File: src/rtl/instr_encoder.sv
`default_nettype none
// ============================================================================
//  Module   : instr_encoder
//  Purpose  : Packs decoded SimpleRISC instruction fields into 32-bit machine
//             words, stamps each word with an instruction-memory byte address
//             and buffers it in a small FIFO drained by a valid/ready sink.
//  Revision : 1.0 - initial release
// ----------------------------------------------------------------------------
//  Ports
//    clk, rst_n          clock (rising edge), asynchronous active-low reset
//    in_valid/in_ready   field-bundle handshake
//    in_op .. in_off     decoded instruction fields
//    addr_load/addr_base load the address counter
//    out_valid/out_ready word handshake toward the instruction-memory writer
//    out_data/out_addr   head word and its byte address
//    err_illegal         one-cycle pulse after an illegal opcode is accepted
//    err_count           saturating illegal-opcode count
//    fifo_count          FIFO occupancy
// ============================================================================
module instr_encoder #(
  parameter int DEPTH  = 4,
  parameter int ADDR_W = 32,
  parameter int ERR_W  = 8
) (
  input  logic                       clk,
  input  logic                       rst_n,
  input  logic                       in_valid,
  output logic                       in_ready,
  input  logic [4:0]                 in_op,
  input  logic                       in_imm_sel,
  input  logic [3:0]                 in_rd,
  input  logic [3:0]                 in_rs1,
  input  logic [3:0]                 in_rs2,
  input  logic [17:0]                in_imm,
  input  logic [26:0]                in_off,
  input  logic                       addr_load,
  input  logic [ADDR_W-1:0]          addr_base,
  output logic                       out_valid,
  input  logic                       out_ready,
  output logic [31:0]                out_data,
  output logic [ADDR_W-1:0]          out_addr,
  output logic                       err_illegal,
  output logic [ERR_W-1:0]           err_count,
  output logic [$clog2(DEPTH):0]     fifo_count
);

  localparam int PTR_W = $clog2(DEPTH);
  localparam int CNT_W = PTR_W + 1;
  localparam logic [CNT_W-1:0] FULL_CNT = CNT_W'(DEPTH);

  localparam logic [4:0] OP_CMP  = 5'b00101;
  localparam logic [4:0] OP_NOT  = 5'b01000;
  localparam logic [4:0] OP_MOV  = 5'b01001;

  logic [31:0]       enc_d;
  logic              legal_d;
  logic              accept_d;
  logic              push_d;
  logic              pop_d;
  logic [ADDR_W-1:0] stamp_d;
  logic [ADDR_W-1:0] addr_d;

  logic [31:0]       mem_data_q [DEPTH];
  logic [ADDR_W-1:0] mem_addr_q [DEPTH];
  logic [PTR_W-1:0]  wr_ptr_q;
  logic [PTR_W-1:0]  rd_ptr_q;
  logic [CNT_W-1:0]  count_q;
  logic [ADDR_W-1:0] addr_q;
  logic [ERR_W-1:0]  err_cnt_q;
  logic              err_ill_q;

  // Field packing
  always_comb begin
    enc_d   = {in_op, 27'b0};
    legal_d = 1'b1;
    case (in_op)
      5'd0, 5'd1, 5'd2, 5'd3, 5'd4, 5'd5, 5'd6, 5'd7,
      5'd8, 5'd9, 5'd10, 5'd11, 5'd12, 5'd14, 5'd15: begin
        enc_d[26]    = in_imm_sel;
        enc_d[25:22] = in_rd;
        enc_d[21:18] = in_rs1;
        if (in_imm_sel) enc_d[17:0]  = in_imm;
        else            enc_d[17:14] = in_rs2;
        // cmp has no destination; not/mov have no first source
        if (in_op == OP_CMP)                        enc_d[25:22] = 4'b0;
        if ((in_op == OP_NOT) || (in_op == OP_MOV)) enc_d[21:18] = 4'b0;
      end
      5'd16, 5'd17, 5'd18, 5'd19: enc_d[26:0] = in_off;
      5'd13, 5'd20: ;  // nop, ret: operand field all zero
      default: legal_d = 1'b0;
    endcase
  end

  // Handshake and address stamping
  assign in_ready = rst_n & (count_q != FULL_CNT);
  assign accept_d = in_valid & in_ready;
  assign push_d   = accept_d & legal_d;
  assign pop_d    = out_valid & out_ready;

  // A load in the same cycle as a push stamps the pushed word with the base
  assign stamp_d = addr_load ? addr_base : addr_q;

  always_comb begin
    addr_d = addr_q;
    if (push_d)         addr_d = stamp_d + ADDR_W'(4);
    else if (addr_load) addr_d = addr_base;
  end

  // Storage array holds no reset: occupancy alone defines what is valid
  always_ff @(posedge clk) begin
    if (push_d) begin
      mem_data_q[wr_ptr_q] <= enc_d;
      mem_addr_q[wr_ptr_q] <= stamp_d;
    end
  end

  always_ff @(posedge clk or negedge rst_n) begin
    if (!rst_n) begin
      wr_ptr_q  <= '0;
      rd_ptr_q  <= '0;
      count_q   <= '0;
      addr_q    <= '0;
      err_cnt_q <= '0;
      err_ill_q <= 1'b0;
    end else begin
      addr_q    <= addr_d;
      err_ill_q <= accept_d & ~legal_d;
      if (accept_d && !legal_d && (err_cnt_q != {ERR_W{1'b1}}))
        err_cnt_q <= err_cnt_q + ERR_W'(1);
      if (push_d) wr_ptr_q <= wr_ptr_q + PTR_W'(1);
      if (pop_d)  rd_ptr_q <= rd_ptr_q + PTR_W'(1);
      case ({push_d, pop_d})
        2'b10:   count_q <= count_q + CNT_W'(1);
        2'b01:   count_q <= count_q - CNT_W'(1);
        default: count_q <= count_q;
      endcase
    end
  end

  // Head is gated so stale array contents never appear on an empty FIFO
  assign out_valid   = (count_q != '0);
  assign out_data    = out_valid ? mem_data_q[rd_ptr_q] : 32'b0;
  assign out_addr    = out_valid ? mem_addr_q[rd_ptr_q] : '0;
  assign fifo_count  = count_q;
  assign err_count   = err_cnt_q;
  assign err_illegal = err_ill_q;

endmodule
`default_nettype wire

File: config.mk
export PLATFORM = sky130hd
export DESIGN_NAME = instr_encoder
export DESIGN_NICKNAME = d
export VERILOG_FILES = /design/src/rtl/instr_encoder.sv
export SDC_FILE = /design/constraint.sdc
export NUM_CORES = 1
export LEC_CHECK = 0
export BUFFER_PORTS_ARGS = -buffer_cell sky130_fd_sc_hd__buf_2
export CAP_MARGIN = 30
export CORE_UTILIZATION = 53
export CTS_CLUSTER_SIZE = 16
export DETAILED_ROUTE_END_ITERATION = 8
export PLACE_DENSITY = 0.79
export SLEW_MARGIN = 5
export SYNTH_ARGS = -nofsm -noshare
export SYNTH_HDL_FRONTEND = slang
export SYNTH_SLANG_ARGS = --single-unit
File: constraint.sdc
create_clock -name clk -period 6.6 [get_ports clk]
set_input_delay 1.32 -clock clk [delete_from_list [all_inputs] [get_ports clk]]
set_output_delay 1.32 -clock clk [all_outputs]
set_load 0.01 [all_outputs]
### Yosys cells after proc, flatten, opt, wreduce, memory -nomap -nowiden

Memories as Yosys holds them, arrays and structs flattened.
Cells that the tools add are included.

| word-level totals | value |
|---|---|
| register bits | 48 |
| memory bits (writable) | 256 |
| bits of input ports | 100 |
| output and inout port bits | 78 |
| logic and storage cells | 67 |
| memories | 2 |

Memory list:

| name | depth | width | read ports | clocked after Yosys merged registers in | write ports | RTL line | text |
|---|---|---|---|---|---|---|---|
| mem_addr_q | 4 | 32 | 1 | 0 | 1 | 64 | `logic [ADDR_W-1:0] mem_addr_q [DEPTH];` |
| mem_data_q | 4 | 32 | 1 | 0 | 1 | 63 | `logic [31:0] mem_data_q [DEPTH];` |

| operators by class | value |
|---|---|
| add/sub/neg operators | 6 |
| eq/ne operators | 24 |
| muxes and demuxes | 13 |
| bitwise logic cells | 6 |
| reduce and logical (&&, ||, !) cells | 10 |

Operators by type and width:

| cell | number |
|---|---|
| 32-bit 2-to-1 mux | 4 |
| 27-bit case mux with 2 select lines | 1 |
| 5-bit by 4-bit == test with 1-bit output, second input constant | 8 |
| 32-bit by 3-bit adder with 32-bit output, second input constant | 1 |
| 5-bit == test, second input constant | 5 |
| 21-bit OR reduction | 1 |
| 5-bit by 3-bit == test with 1-bit output, second input constant | 4 |
| 15-bit OR reduction | 1 |
| 14-bit 2-to-1 mux | 1 |
| 4-bit 2-to-1 mux | 3 |
| 5-bit by 2-bit == test with 1-bit output, second input constant | 2 |
| 8-bit by 1-bit adder with 8-bit output, second input constant | 1 |
| 8-bit inequality test, second input constant | 1 |
| 3-bit case mux with 2 select lines | 1 |
| 1-bit bitwise AND | 5 |
| 5-bit by 1-bit == test with 1-bit output, second input constant | 1 |
| 5-bit zero test | 1 |
| 2-bit by 1-bit adder with 2-bit output, second input constant | 2 |
| 4-bit OR reduction | 1 |
| 3-bit by 1-bit adder with 3-bit output, second input constant | 1 |
| 1-bit 2-to-1 mux | 3 |
| 3-bit inequality test, second input constant | 1 |
| 3-bit nonzero test | 1 |
| 3-bit by 1-bit subtractor with 3-bit output, second input constant | 1 |
| other kinds (7) | 8 |

### Depth between registers and ports, before layout

| depth | value |
|---|---|
| depth in word-level cells | 6 |
| gate-level depth with buffers | 11 |

### Least setup slack after synthesis

Ideal clock, no wire load.

| timing path | value |
|---|---|
| path type | in2reg |
| start | input port in_op[1] |
| end | memory mem_addr_q[0][0], enable pin |
| library setup time | 0.429 ns |
| arrival | 3.455 ns |
| required time | 6.171 ns |
| setup slack | 2.716 ns |
| stages on the path | 3 |
| path buffers | 0 |
| cells stage by stage | o21a_1 -> o21ai_1 -> and3_1 |

| between the ends | value |
|---|---|
| cells in the longest elaborated chain, start to end | 6 |
| elaborated cells between the ends (all ways) | 26 |
| classes of those cells | 20 x eq/ne; 3 x mux; 1 x bitwise; 2 x reduce/logical |

Ends and longest elaborated chain:

| item | RTL line | text |
|---|---|---|
| start: declaration | 29 | `input logic [4:0] in_op,` |
| 5-bit by 3-bit == test with 1-bit output, or another cell as far along | 76 | `case (in_op)` |
| 21-bit OR reduction (no source line) * | -- |  |
| 1-bit 2-to-1 mux * | 76 |  |
| 1-bit bitwise AND * | 97 | `assign push_d = accept_d & legal_d;` |
| 1-bit 2-to-1 mux * | 111 | `if (push_d) begin` |
| 1-bit 2-to-1 mux (implied by the code) * | 113 | `mem_addr_q[wr_ptr_q] <= stamp_d;` |
| end: declaration | 64 |  |

Mark *: on every way between the ends. The rest lies on a longest branch, timed or not.

### Worst setup path in the final report

| timing path | value |
|---|---|
| start | register rd_ptr_q[0] |
| end | output port out_data[0] |

| between the ends | value |
|---|---|
| cells in the longest elaborated chain, start to end | 2 |

Ends and longest elaborated chain:

| item | RTL line | text |
|---|---|---|
| start: declaration | 66 | `logic [PTR_W-1:0] rd_ptr_q;` |
| start signal: assignment | 131 | `if (pop_d) rd_ptr_q <= rd_ptr_q + PTR_W'(1);` |
| memory 4 x 32 bit | -- |  |
| 32-bit 2-to-1 mux | 142 | `assign out_data = out_valid ? mem_data_q[rd_ptr_q] : 32'b0;` |
| end: declaration | 40 | `output logic [31:0] out_data,` |

Every way passes these cells.

==> results.md <==
* Outcome: complete, no violations
* Cells after synthesis at 735
* FMAX at between 200 and 250 MHz
* Layout fillers at approximately 1700
* CTS H-tree depth at 1
* Post-route ant nets at 0
* Share of layout cells above drive strength 1 at 0.3546
* # hold bufs at CTS at 0
* Crit. End Element: output pin
* Tmin final at between 4000 and 5000 ps
* Core Area at 0.02361 mm^2
* Netlist cell types at 49
* Slew Limit Fails at 0
* Crit path max fanout at 39
* Post-layout util at 0.6419
* Startpoint Class: register
* Number of global-route vias before repair at approximately 7200
* Global route overflow at 0
* Final setup viols at 0
* Post-CTS setup buffer count at 0
* First-pass GRT wire length at between 30 and 40 mm
* Count leader, synth: edfxtp_1
* Critical path class: register to output pin
* Die H at between 150 and 200 um
* Slew @ Worst Pin at about 850 ps
* Worst path slowest cell: dfrtp_4
* Hold Path Cell Cnt at 1
* IO Port Bufs at 177
* Top cell type by total area after synthesis: edfxtp_1
* Initial core utilization at 0.5451
* DRC violations left at 0
* Total track usage at 0.2130
* Area Overhead vs Synth at 17.75%
* Via-to-Cell Ratio at roughly 5.7
* Post-Syn Area at 0.01287 mm^2
* Clock transition at path regs at 70 ps
* Initial antenna violation count at 2
* Row count at 56
* Power density cells at approximately 380 mW/mm^2
* Synth area leaders: edfxtp_1 60%, mux4_2 11%, dfrtp_1 9.3%
* Later-pin clock latency in the skew report at ~550 ps
* Post-CTS sizing at 0
* Fin Clk Skew at 13.31 ps
* Number of synthesized flops with an enable pin at approximately 260
* Detailed Route WL at approximately 26 mm
* Pre-antenna DRT Iters at 5
* Via count at approximately 7200
* Die ar. at 0.02492 mm^2
* Critical path required time at about 5300 ps
* RSZ-0062 raised after global routing: false
* Routability congestion estimate at just over 0.8
* Place WS at around 2400 ps
* Post-synth ARST share at 0.1579
* Final Cycle Share at 0.6181
* Root buf cell: clkbuf_16
* Ports at 178
* Die Width at 157.8 um
* Worst path cell trace: buf_16 -> buf_4 -> mux4_2 -> and2_1 -> buf_2
* Hold Crit Class: register to register
* Post-route setup TNS at 0 ps
* Nets@finish at about 1000
* WL per Instance at 20.71 um
* Register area share after synthesis at 0.6905
* Final setup margin at ~2500 ps
* TritonCTS clock tree: built
* Max_cap viols at 0
* Worst path max stage delay at ~560 ps
* Worst Reg-to-Reg Cells at 10
* Post-Syn Area per Cell at 17.51 um^2
* Slew Limit Headroom at 0.4276
* Predominant post-synthesis flop cell: edfxtp_1
* Synth cell count leaders: 256 x edfxtp_1, 66 x and2_1, 64 x mux4_2
* FF+latch count, synth at 304
* Clk sinks at approximately 300
* Synth top area share at 0.5972
* YS warnings at 0
* 1st-iter DRT viols at 472
* Post-DP HPWL at between 15 and 20 mm
* Reg2reg setup slack at ~4000 ps
* Total clock buffers created by CTS at 29
* Largest net degree at the start of global routing at 65
* Final hold vios at 0
* CTS Buffer Depth at 3
* Maximum VDD drop at 0.3506 mV
* Syn Nets at between 800 and 900
* Arrival @ worst endpoint at between 2000 and 3000 ps
* Leak pwr at 5.508 nW
-- final timing paths --
path                                           start                         to
setup / recovery             rd_ptr_q[0]$_DFFE_PN0P_                out_data[0]
hold reg to reg             err_count[7]$_DFFE_PN0P_   err_count[7]$_DFFE_PN0P_
max in group asynchronous                      rst_n    rd_ptr_q[0]$_DFFE_PN0P_
min in group asynchronous                      rst_n       addr_q[26]$_DFF_PN0_
hold / removal              err_count[7]$_DFFE_PN0P_   err_count[7]$_DFFE_PN0P_
setup reg to reg           fifo_count[0]$_DFFE_PN0P_  fifo_count[2]$_DFFE_PN0P_
-- power breakdown --
group / leakage, nW / total [mW] / internal, mW / switching [mW]
Sequential: 2.91 / 2.40 / 2.29 / 0.107
Combinational: 2.17 / 1.74 / 0.857 / 0.884
Clock: 0.436 / 1.59 / 0.910 / 0.680
-- layout make-up --
class                   instances  area, um^2  share of cell area
well taps                     319       399.1             0.02633
clock buffers                  37       818.3             0.05399
flip-flops and latches        304        8894              0.5868
clock inverters                14       101.3            0.006686
multi-input cells             379        3791              0.2501
inverters                      16       60.06            0.003962
repair buffers                189        1089             0.07182
diodes                          2       5.005           0.0003302
-- cells by family (layout without fill, tap and decap cells) --
logic type | count (synthesis) | count (layout) | share of synthesized area
AOI/OAI and AO/OA | 57 | 57 | 0.03305
and+or+nand+nor | 173 | 173 | 0.08068
other | 0 | 2 | 0
adders and majority gates | 8 | 8 | 0.008359
DFF | 304 | 304 | 0.6905
xor gates and xnor gates | 41 | 41 | 0.02790
buffers and inverters | 52 | 256 | 0.01701
muxes | 100 | 100 | 0.1425
-- registers in the layout (all words and copies together) (netlist names) --
register / cells
addr_q: 32
err_count: 8
err_illegal: 1
fifo_count: 3
mem_addr_q: 128
mem_data_q: 128
rd_ptr_q: 2
wr_ptr_q: 2
-- metal layers --
| metal | routed length (um) | GRT usage |
|---|---|---|
| met3 | 1765 | 0.03531 |
| met2 | 12360 | 0.3514 |
| met1 | 11480 | 0.3004 |
| met4 | 475 | 0.04531 |
| met5 | 27 | 0 |
-- metrics by stage --
| stage | instance area (um^2) | total power, mW | cells | hold slack [ps] |
|---|---|---|---|---|
| after global placement | 14070 | 4.131 | 1200 | 482.1 |
| after CTS | 15100 | 5.779 | 1256 | 498.3 |
| after floorplan | 12870 | 3.554 | 735 | 500.1 |
| after detailed placement | 14180 | 4.194 | 1205 | 487.9 |
| after global routing | 15150 | 6.000 | 1258 | 523.8 |
| final | 15160 | 5.727 | 1260 | 502.1 |
-- cell usage in the layout (no fill, tap or decap), types with 2 or more instances in the layout --
master / count
a211oi_1: 2
a21o_1: 4
a21oi_1: 4
a22o_1: 24
a22oi_1: 2
a31oi_1: 2
a32o_1: 2
and2_1: 66
and3_1: 4
and3_4: 4
and4_1: 5
buf_16: 5
buf_2: 177
buf_4: 6
clkbuf_1: 4
clkbuf_16: 31
clkbuf_8: 2
clkinv_1: 7
clkinvlp_4: 4
dfrtp_1: 46
diode_2: 2
edfxtp_1: 256
ha_1: 7
inv_1: 16
mux2_2: 26
mux2i_1: 10
mux4_2: 64
nand2_1: 23
nand2b_1: 2
nand3_1: 22
nand3b_1: 6
nand4_1: 8
nand4b_1: 4
nor2_1: 11
nor2b_1: 4
nor4_1: 3
nor4_2: 2
o21ai_0: 11
xnor2_1: 28
xor2_1: 13
-- critical path: cells and delay by family, from the launching register on --
family / cells / cell delay, ps
buffers and inverters: 3 / 880
and+or+nand+nor: 1 / 180
muxes: 1 / 560
DFF: 1 / 560
(Power assumes the default switching activity.)
